<file path="config.mk">
export PLATFORM = sky130hd
export DESIGN_NAME = mem_stage_flat
export DESIGN_NICKNAME = d
export VERILOG_FILES = /design/src/rtl/mem_stage_pkg.sv /design/src/rtl/mem_stage_if.sv /design/src/rtl/mem_load_ext.sv /design/src/rtl/mem_stage.sv /design/src/flat_wrapper.sv
export SDC_FILE = /design/constraint.sdc
export NUM_CORES = 1
export LEC_CHECK = 0
export BUFFER_PORTS_ARGS = -buffer_cell sky130_fd_sc_hd__buf_2
export CORE_UTILIZATION = 45
export CTS_BUF_LIST = sky130_fd_sc_hd__clkbuf_4 sky130_fd_sc_hd__clkbuf_8 sky130_fd_sc_hd__clkbuf_16
export CTS_CLUSTER_DIAMETER = 200
export DETAILED_ROUTE_END_ITERATION = 16
export PLACE_DENSITY = 0.8
export SLEW_MARGIN = 10
export SYNTH_ARGS = -nofsm -noshare
export SYNTH_HDL_FRONTEND = slang
export SYNTH_SLANG_ARGS = --single-unit
export TNS_END_PERCENT = 5
</file>
<file path="constraint.sdc">
create_clock -name clk -period 2.89 [get_ports clk]
set_clock_uncertainty 0.05 [all_clocks]
set_input_delay 0.1445 -clock clk [delete_from_list [all_inputs] [get_ports clk]]
set_output_delay 0.1445 -clock clk [all_outputs]
set_load 0.03 [all_outputs]
</file>
<file path="src/rtl/mem_stage_pkg.sv">
// Shared constants and helpers for the MEM stage: ALU op codes, bus types, FSM states.
// Optional misalignment trap is enabled by MEM_MISALIGN_TRAP_EN (see mem_stage.sv).
package mem_stage_pkg;

    typedef logic [7:0]  alu_op_t;
    typedef logic [31:0] reg_t;
    typedef logic [4:0]  reg_addr_t;

    localparam reg_t      ZERO_WORD     = 32'h0000_0000;
    localparam logic      WRITE_DISABLE = 1'b0;
    localparam reg_addr_t NOP_REG_ADDR  = 5'd0;

    localparam alu_op_t EXE_LB_OP  = 8'b1110_0000;
    localparam alu_op_t EXE_LH_OP  = 8'b1110_0001;
    localparam alu_op_t EXE_LW_OP  = 8'b1110_0011;
    localparam alu_op_t EXE_LBU_OP = 8'b1110_0100;
    localparam alu_op_t EXE_LHU_OP = 8'b1110_0101;
    localparam alu_op_t EXE_SB_OP  = 8'b1110_1000;
    localparam alu_op_t EXE_SH_OP  = 8'b1110_1001;
    localparam alu_op_t EXE_SW_OP  = 8'b1110_1011;

    typedef enum logic [1:0] {
        MEM_IDLE = 2'd0,
        MEM_REQ  = 2'd1,
        MEM_WAIT = 2'd2,
        MEM_DONE = 2'd3
    } mem_state_e;

    function automatic logic is_load(alu_op_t op);
        return op inside {EXE_LB_OP, EXE_LH_OP, EXE_LW_OP, EXE_LBU_OP, EXE_LHU_OP};
    endfunction

    function automatic logic is_store(alu_op_t op);
        return op inside {EXE_SB_OP, EXE_SH_OP, EXE_SW_OP};
    endfunction

    // Access size in bytes; only meaningful for memory ops.
    function automatic logic [2:0] access_bytes(alu_op_t op);
        case (op)
            EXE_LB_OP, EXE_LBU_OP, EXE_SB_OP: return 3'd1;
            EXE_LH_OP, EXE_LHU_OP, EXE_SH_OP: return 3'd2;
            default:                          return 3'd4;
        endcase
    endfunction

endpackage

</file>
<file path="src/rtl/mem_stage_if.sv">
// Byte-wide shared RAM port between the MEM stage (master) and the RAM arbiter (slave).
interface mem_stage_if #(parameter int ADDR_W = 32);
    logic              ce;
    logic              we;
    logic [ADDR_W-1:0] addr;
    logic [7:0]        wdata;
    logic              gnt;
    logic [7:0]        rdata;

    modport master (output ce, we, addr, wdata, input gnt, rdata);
    modport slave  (input ce, we, addr, wdata, output gnt, rdata);
endinterface

</file>
<file path="src/rtl/mem_load_ext.sv">
// Size/sign extension of the assembled load bytes according to the load op.
module mem_load_ext
    import mem_stage_pkg::*;
(
    input  alu_op_t aluop,
    input  reg_t    acc,
    output reg_t    data
);
    always_comb begin
        data = acc;
        case (aluop)
            EXE_LB_OP:  data = {{24{acc[7]}}, acc[7:0]};
            EXE_LBU_OP: data = {24'd0, acc[7:0]};
            EXE_LH_OP:  data = {{16{acc[15]}}, acc[15:0]};
            EXE_LHU_OP: data = {16'd0, acc[15:0]};
            default:    data = acc;
        endcase
    end
endmodule

</file>
<file path="src/rtl/mem_stage.sv">
// RV32I MEM stage: ALU results pass through; loads/stores run byte-serially on a shared RAM port.
// Define MEM_MISALIGN_TRAP_EN to trap misaligned H/W accesses (adds the misalign output).
module mem_stage
    import mem_stage_pkg::*;
#(
    parameter int ADDR_W    = 32,
    parameter int MAX_BYTES = 4
) (
    input  logic              clk,
    input  logic              rst,
    input  reg_addr_t         mem_wd,
    input  logic              mem_wreg,
    input  reg_t              mem_wdata,
    input  alu_op_t           mem_aluop,
    input  logic [ADDR_W-1:0] mem_addr,
    input  reg_t              mem_sdata,
    input  logic              stall_wb,
    output reg_addr_t         wb_wd,
    output logic              wb_wreg,
    output reg_t              wb_wdata,
    output logic              stallreq,
`ifdef MEM_MISALIGN_TRAP_EN
    output logic              misalign,
`endif
    mem_stage_if.master       ram
);
    localparam int CNT_W = $clog2(MAX_BYTES);

    mem_state_e                 state, state_nxt;
    logic [CNT_W-1:0]           cnt, cnt_nxt, cnt_last;
    logic [MAX_BYTES-1:0][7:0]  acc, acc_nxt;
    logic [MAX_BYTES-1:0][7:0]  sbytes;
    logic                       mem_op, store, last;
    reg_t                       ld_data;

    assign sbytes   = mem_sdata;
    assign store    = is_store(mem_aluop);
    assign mem_op   = is_load(mem_aluop) | store;
    assign cnt_last = CNT_W'(access_bytes(mem_aluop) - 3'd1);
    assign last     = (cnt == cnt_last);

    mem_load_ext u_ext (
        .aluop (mem_aluop),
        .acc   (acc),
        .data  (ld_data)
    );

`ifdef MEM_MISALIGN_TRAP_EN
    logic mis_q, mis_nxt, mis_now;
    assign mis_now = (access_bytes(mem_aluop) == 3'd2 && mem_addr[0]) ||
                     (access_bytes(mem_aluop) == 3'd4 && mem_addr[1:0] != 2'b00);
`endif

    always_ff @(posedge clk) begin
        if (rst) begin
            state <= MEM_IDLE;
            cnt   <= '0;
            acc   <= '0;
`ifdef MEM_MISALIGN_TRAP_EN
            mis_q <= 1'b0;
`endif
        end else begin
            state <= state_nxt;
            cnt   <= cnt_nxt;
            acc   <= acc_nxt;
`ifdef MEM_MISALIGN_TRAP_EN
            mis_q <= mis_nxt;
`endif
        end
    end

    always_comb begin
        state_nxt = state;
        cnt_nxt   = cnt;
        acc_nxt   = acc;
        wb_wd     = NOP_REG_ADDR;
        wb_wreg   = WRITE_DISABLE;
        wb_wdata  = ZERO_WORD;
        stallreq  = 1'b0;
        ram.ce    = 1'b0;
        ram.we    = 1'b0;
        ram.addr  = '0;
        ram.wdata = 8'd0;
`ifdef MEM_MISALIGN_TRAP_EN
        mis_nxt   = mis_q;
        misalign  = 1'b0;
`endif
        case (state)
            MEM_IDLE: begin
                if (!mem_op) begin
                    wb_wd    = mem_wd;
                    wb_wreg  = mem_wreg;
                    wb_wdata = mem_wdata;
                end else begin
                    stallreq  = 1'b1;
                    cnt_nxt   = '0;
                    acc_nxt   = '0;
                    state_nxt = MEM_REQ;
`ifdef MEM_MISALIGN_TRAP_EN
                    mis_nxt = mis_now;
                    if (mis_now) state_nxt = MEM_DONE;
`endif
                end
            end
            MEM_REQ: begin
                // Request stays stable until granted; addr wraps naturally at ADDR_W.
                stallreq  = 1'b1;
                ram.ce    = 1'b1;
                ram.we    = store;
                ram.addr  = mem_addr + ADDR_W'(cnt);
                ram.wdata = sbytes[cnt];
                if (ram.gnt) begin
                    if (!store)    state_nxt = MEM_WAIT;
                    else if (last) state_nxt = MEM_DONE;
                    else           cnt_nxt   = cnt + 1'b1;
                end
            end
            MEM_WAIT: begin
                stallreq     = 1'b1;
                acc_nxt[cnt] = ram.rdata;
                if (last) begin
                    state_nxt = MEM_DONE;
                end else begin
                    cnt_nxt   = cnt + 1'b1;
                    state_nxt = MEM_REQ;
                end
            end
            MEM_DONE: begin
                wb_wd    = mem_wd;
                wb_wreg  = mem_wreg;
                wb_wdata = store ? mem_wdata : ld_data;
`ifdef MEM_MISALIGN_TRAP_EN
                if (mis_q) begin
                    misalign = 1'b1;
                    wb_wreg  = WRITE_DISABLE;
                end
`endif
                if (!stall_wb) state_nxt = MEM_IDLE;
            end
            default: state_nxt = MEM_IDLE;
        endcase

        if (rst) begin
            wb_wd     = NOP_REG_ADDR;
            wb_wreg   = WRITE_DISABLE;
            wb_wdata  = ZERO_WORD;
            stallreq  = 1'b0;
            ram.ce    = 1'b0;
            ram.we    = 1'b0;
            ram.addr  = '0;
            ram.wdata = 8'd0;
`ifdef MEM_MISALIGN_TRAP_EN
            misalign  = 1'b0;
`endif
        end
    end
endmodule

</file>
<file path="src/flat_wrapper.sv">
// flat-port wrapper written by rule: the top's interface ports become plain ports
module mem_stage_flat import mem_stage_pkg::*;
#(
    parameter int ADDR_W    = 32,
    parameter int MAX_BYTES = 4
)
  (clk, rst, mem_wd, mem_wreg, mem_wdata, mem_aluop, mem_addr, mem_sdata, stall_wb, wb_wd, wb_wreg, wb_wdata, stallreq, ram_ce, ram_we, ram_addr, ram_wdata, ram_gnt, ram_rdata);
  mem_stage_if #(.ADDR_W(ADDR_W)) ram_i ();
  input  logic clk;
  input  logic rst;
  input  reg_addr_t mem_wd;
  input  logic mem_wreg;
  input  reg_t mem_wdata;
  input  alu_op_t mem_aluop;
  input  logic [ADDR_W-1:0] mem_addr;
  input  reg_t mem_sdata;
  input  logic stall_wb;
  output reg_addr_t wb_wd;
  output logic wb_wreg;
  output reg_t wb_wdata;
  output logic stallreq;
  output wire logic [$bits(ram_i.ce)-1:0] ram_ce;
  output wire logic [$bits(ram_i.we)-1:0] ram_we;
  output wire logic [$bits(ram_i.addr)-1:0] ram_addr;
  output wire logic [$bits(ram_i.wdata)-1:0] ram_wdata;
  input wire logic [$bits(ram_i.gnt)-1:0] ram_gnt;
  input wire logic [$bits(ram_i.rdata)-1:0] ram_rdata;
  assign ram_ce = ram_i.ce;
  assign ram_we = ram_i.we;
  assign ram_addr = ram_i.addr;
  assign ram_wdata = ram_i.wdata;
  assign ram_i.gnt = ram_gnt;
  assign ram_i.rdata = ram_rdata;
  mem_stage #(.ADDR_W(ADDR_W), .MAX_BYTES(MAX_BYTES)) u_core (.clk(clk), .rst(rst), .mem_wd(mem_wd), .mem_wreg(mem_wreg), .mem_wdata(mem_wdata), .mem_aluop(mem_aluop), .mem_addr(mem_addr), .mem_sdata(mem_sdata), .stall_wb(stall_wb), .wb_wd(wb_wd), .wb_wreg(wb_wreg), .wb_wdata(wb_wdata), .stallreq(stallreq), .ram(ram_i));
endmodule
</file>
==> results.py <==
metrics = {
    "status": {
        "status": "finished clean",
    },
    "logic_synthesis": {
        "synth.yosys.seq_area_share_pct": 19.05,
        "synth_seq_cells": 36,
        "ys_warn_count": 0,
        "yosysUniqueCellTypes": 57,
        "synth_nets": 660,
        "syn_area_um2": 3782,
        "synth-async-reset-ratio_pct": 0,
        "syn_area_per_cell_um2": 7.191,
        "synth_enable_flop_cells": 0,
        "yosys.area.top_type": "dfxtp_1",
        "synth_cells": 526,
        "yosysTopAreaCellShare_pct": 19.05,
        "synth_area_leaders": "dfxtp_1 (19%), nor2_1 (6.9%), a21oi_1 (6.2%)",
        "synth_ff_type": "dfxtp_1",
    },
    "timing": {
        "post-route-min-period_ps": 2724,
        "hold_violations": 0,
        "timing.slew.headroom_pct": 55.03,
        "setup-violations-final": 0,
        "holdWs_ps": 119.6,
        "maxSlewViolCount": 0,
        "period_share_pct": 94.27,
        "worstMarginPinSlew_ps": 674.5,
        "fmax_mhz": 367.0,
    },
    "floorplanning": {
        "core_um2": 8175,
        "initial_utilization_pct": 46.27,
        "dieArea_um2": 8776,
        "io_pins": 203,
        "die_width_um": 93.68,
        "fp.dieH_um": 93.68,
        "fp-row-count": 33,
    },
    "placed_design": {
        "dpl.hpwl_um": 9606,
        "place.gp.congestion": 0.8959,
        "port_buffers": 202,
        "postPlaceCellArea_um2": 4835,
    },
    "cts": {
        "htreeDepth": 2,
        "cts.clk_slew.worst_paths_ps": 80,
        "cts_made_buffers": 5,
        "clockBufferDepth": 2,
        "cts.sinks": 36,
        "cts_tree": "done",
        "insertion_delay_ps": 300,
        "clockRootBuffer": "clkbuf_8",
    },
    "layout": {
        "fin_area_um2": 4975,
        "final_cell_mix": "buf_2 (202), nor2_1 (70), nand2_1 (49)",
        "area_delta_synth_final_pct": 31.52,
        "layout_commonest_cell": "buf_2",
        "n_antenna_cell": 0,
        "drive_gt1_share_pct": 36.11,
        "fin_nets": 842,
    },
    "setup_path": {
        "worst_ep_arrival_time_ps": 2530,
        "start_kind": "flop",
        "cp_max_fo": 6,
        "worstPathRequired_ps": 2700,
        "criticalPathCategory": "flop to output port",
        "end_kind": "output port",
    },
    "power": {
        "p_int_w": 0.0009441,
        "power_leakage_nw": 2.169,
        "p_sw_w": 0.0005668,
        "max-vdd-ir-drop_mv": 0.1865,
        "sw_frac_of_total_pct": 37.51,
        "power_density_nw_per_um2": 303.7,
        "sequentialPowerShare_pct": 33.0,
        "pwr-share-comb_pct": 36.1,
        "pwr-share-clk_pct": 30.9,
    },
    "min_path": {
        "min_path_type": "primary input to flop",
    },
    "global_routing": {
        "grt_max_degree": 38,
        "grtUsageTotal_pct": 28.77,
        "antenna_found_initial": 0,
        "overflow": 0,
        "grt_pass1_vias": 4385,
        "grt_pass1_wl_um": 20490,
    },
    "job": {
        "maxCapViolCount": 0,
    },
    "route": {
        "firstDrtPassIters": 5,
        "wl_per_cell_um": 15.72,
        "drc_errors": 0,
        "viasPerCell": 5.928,
        "wirelength_um": 12790,
        "num_vias": 4825,
        "drtIter0Drc": 398,
        "ant_nets": 0,
    },
}
power by group through the flow:
| stage | clock network [W] | registers (W) | logic (W) |
|---|---|---|---|
| after floorplan | 0 | 0.000510 | 0.000329 |
| after global placement | 0 | 0.000510 | 0.000527 |
| after detailed placement | 0 | 0.000510 | 0.000537 |
| after CTS | 0.000471 | 0.000499 | 0.000539 |
| after global routing | 0.000497 | 0.000499 | 0.000586 |
| final | 0.000467 | 0.000499 | 0.000545 |
layer usage:
| metal | global-route usage, % | share of wire, % | vias up |
|---|---|---|---|
| met5 | 0 | 0 | - |
| met4 | 8.462 | 1.7 | 0 |
| met3 | 3.317 | 7.1 | 23 |
| met2 | 50.12 | 48 | 246 |
| met1 | 37.04 | 44 | 2228 |
| li1 | - | - | 2328 |
worst paths after layout:
path,start,endpoint,slack (ps),cells past startpoint
min,ram_rdata[5],u_core.acc[21]$_SDFFE_PP0P_,120,3
max reg2reg,u_core.state[1]$_SDFFE_PP0P_,u_core.acc[0]$_SDFFE_PP0P_,490,8
max,u_core.cnt[0]$_SDFFE_PP0P_,ram_addr[28],170,8
min reg2reg,u_core.acc[4]$_SDFFE_PP0P_,u_core.acc[4]$_SDFFE_PP0P_,410,2
flip-flops by register name, summed over array words and instances, names as in the netlist:
name	cells
u_core.cnt	2
u_core.acc	32
u_core.state	2
area by class of cell:
class | instances | area [um2]
clock buffer | 5 | 68.82
clock inverter | 3 | 46.29
fill | 743 | 3201
inverter | 15 | 56.30
multi-input combinational | 434 | 2835
sequential | 36 | 720.7
tap | 105 | 131.4
timing repair buffer | 216 | 1116
per-stage QoR:
stage	setup slack [ps]	cells	setup TNS, ps	utilization [%]	power [W]
after floorplan	329.0	526	0	-	0.0008396
after global placement	420.8	803	0	59.14	0.001037
after detailed placement	389.8	803	0	59.14	0.001047
after CTS	36.20	811	0	60.54	0.001510
after global routing	-8.991	814	-10.04	60.85	0.001582
final	165.5	814	0	60.85	0.001511
critical path, stage by stage, from the launching register on:
cell	delay, ps
dfxtp_1	340
ha_1	190
fa_1	260
nand4_2	180
nor3_4	290
nand2_2	110
or4_1	490
a21oi_1	160
buf_2	210
synthesized netlist by cell type, types with 15 or more instances:
master    count
dfxtp_1      36
nor2_1       70
o21ai_0      25
nand2_1      50
nor3_1       22
nand3_1      15
a31oi_1      18
inv_1        15
a32oi_1      24
clkbuf_1     21
a21oi_1      47
cell families (layout without fill, tap and decap cells):
| group | after synthesis | in the layout | share of synthesized area (%) |
|---|---|---|---|
| buf+inv | 56 | 239 | 6.054 |
| simple gates | 229 | 229 | 31.46 |
| compound gates | 153 | 153 | 26.53 |
| flops | 36 | 36 | 19.05 |
| xor+xnor | 23 | 23 | 5.326 |
| fa+ha+maj | 12 | 12 | 4.168 |
| mux | 17 | 17 | 7.410 |
repair_timing:
action | in CTS | in global routing
hold buffers | 0 | 0
gates resized for setup | 0 | 1
hold endpoints to repair | 0 | 0
setup endpoints to repair | 0 | 4
buffers inserted | 0 | 3
Power figures use the tool's default switching activity.
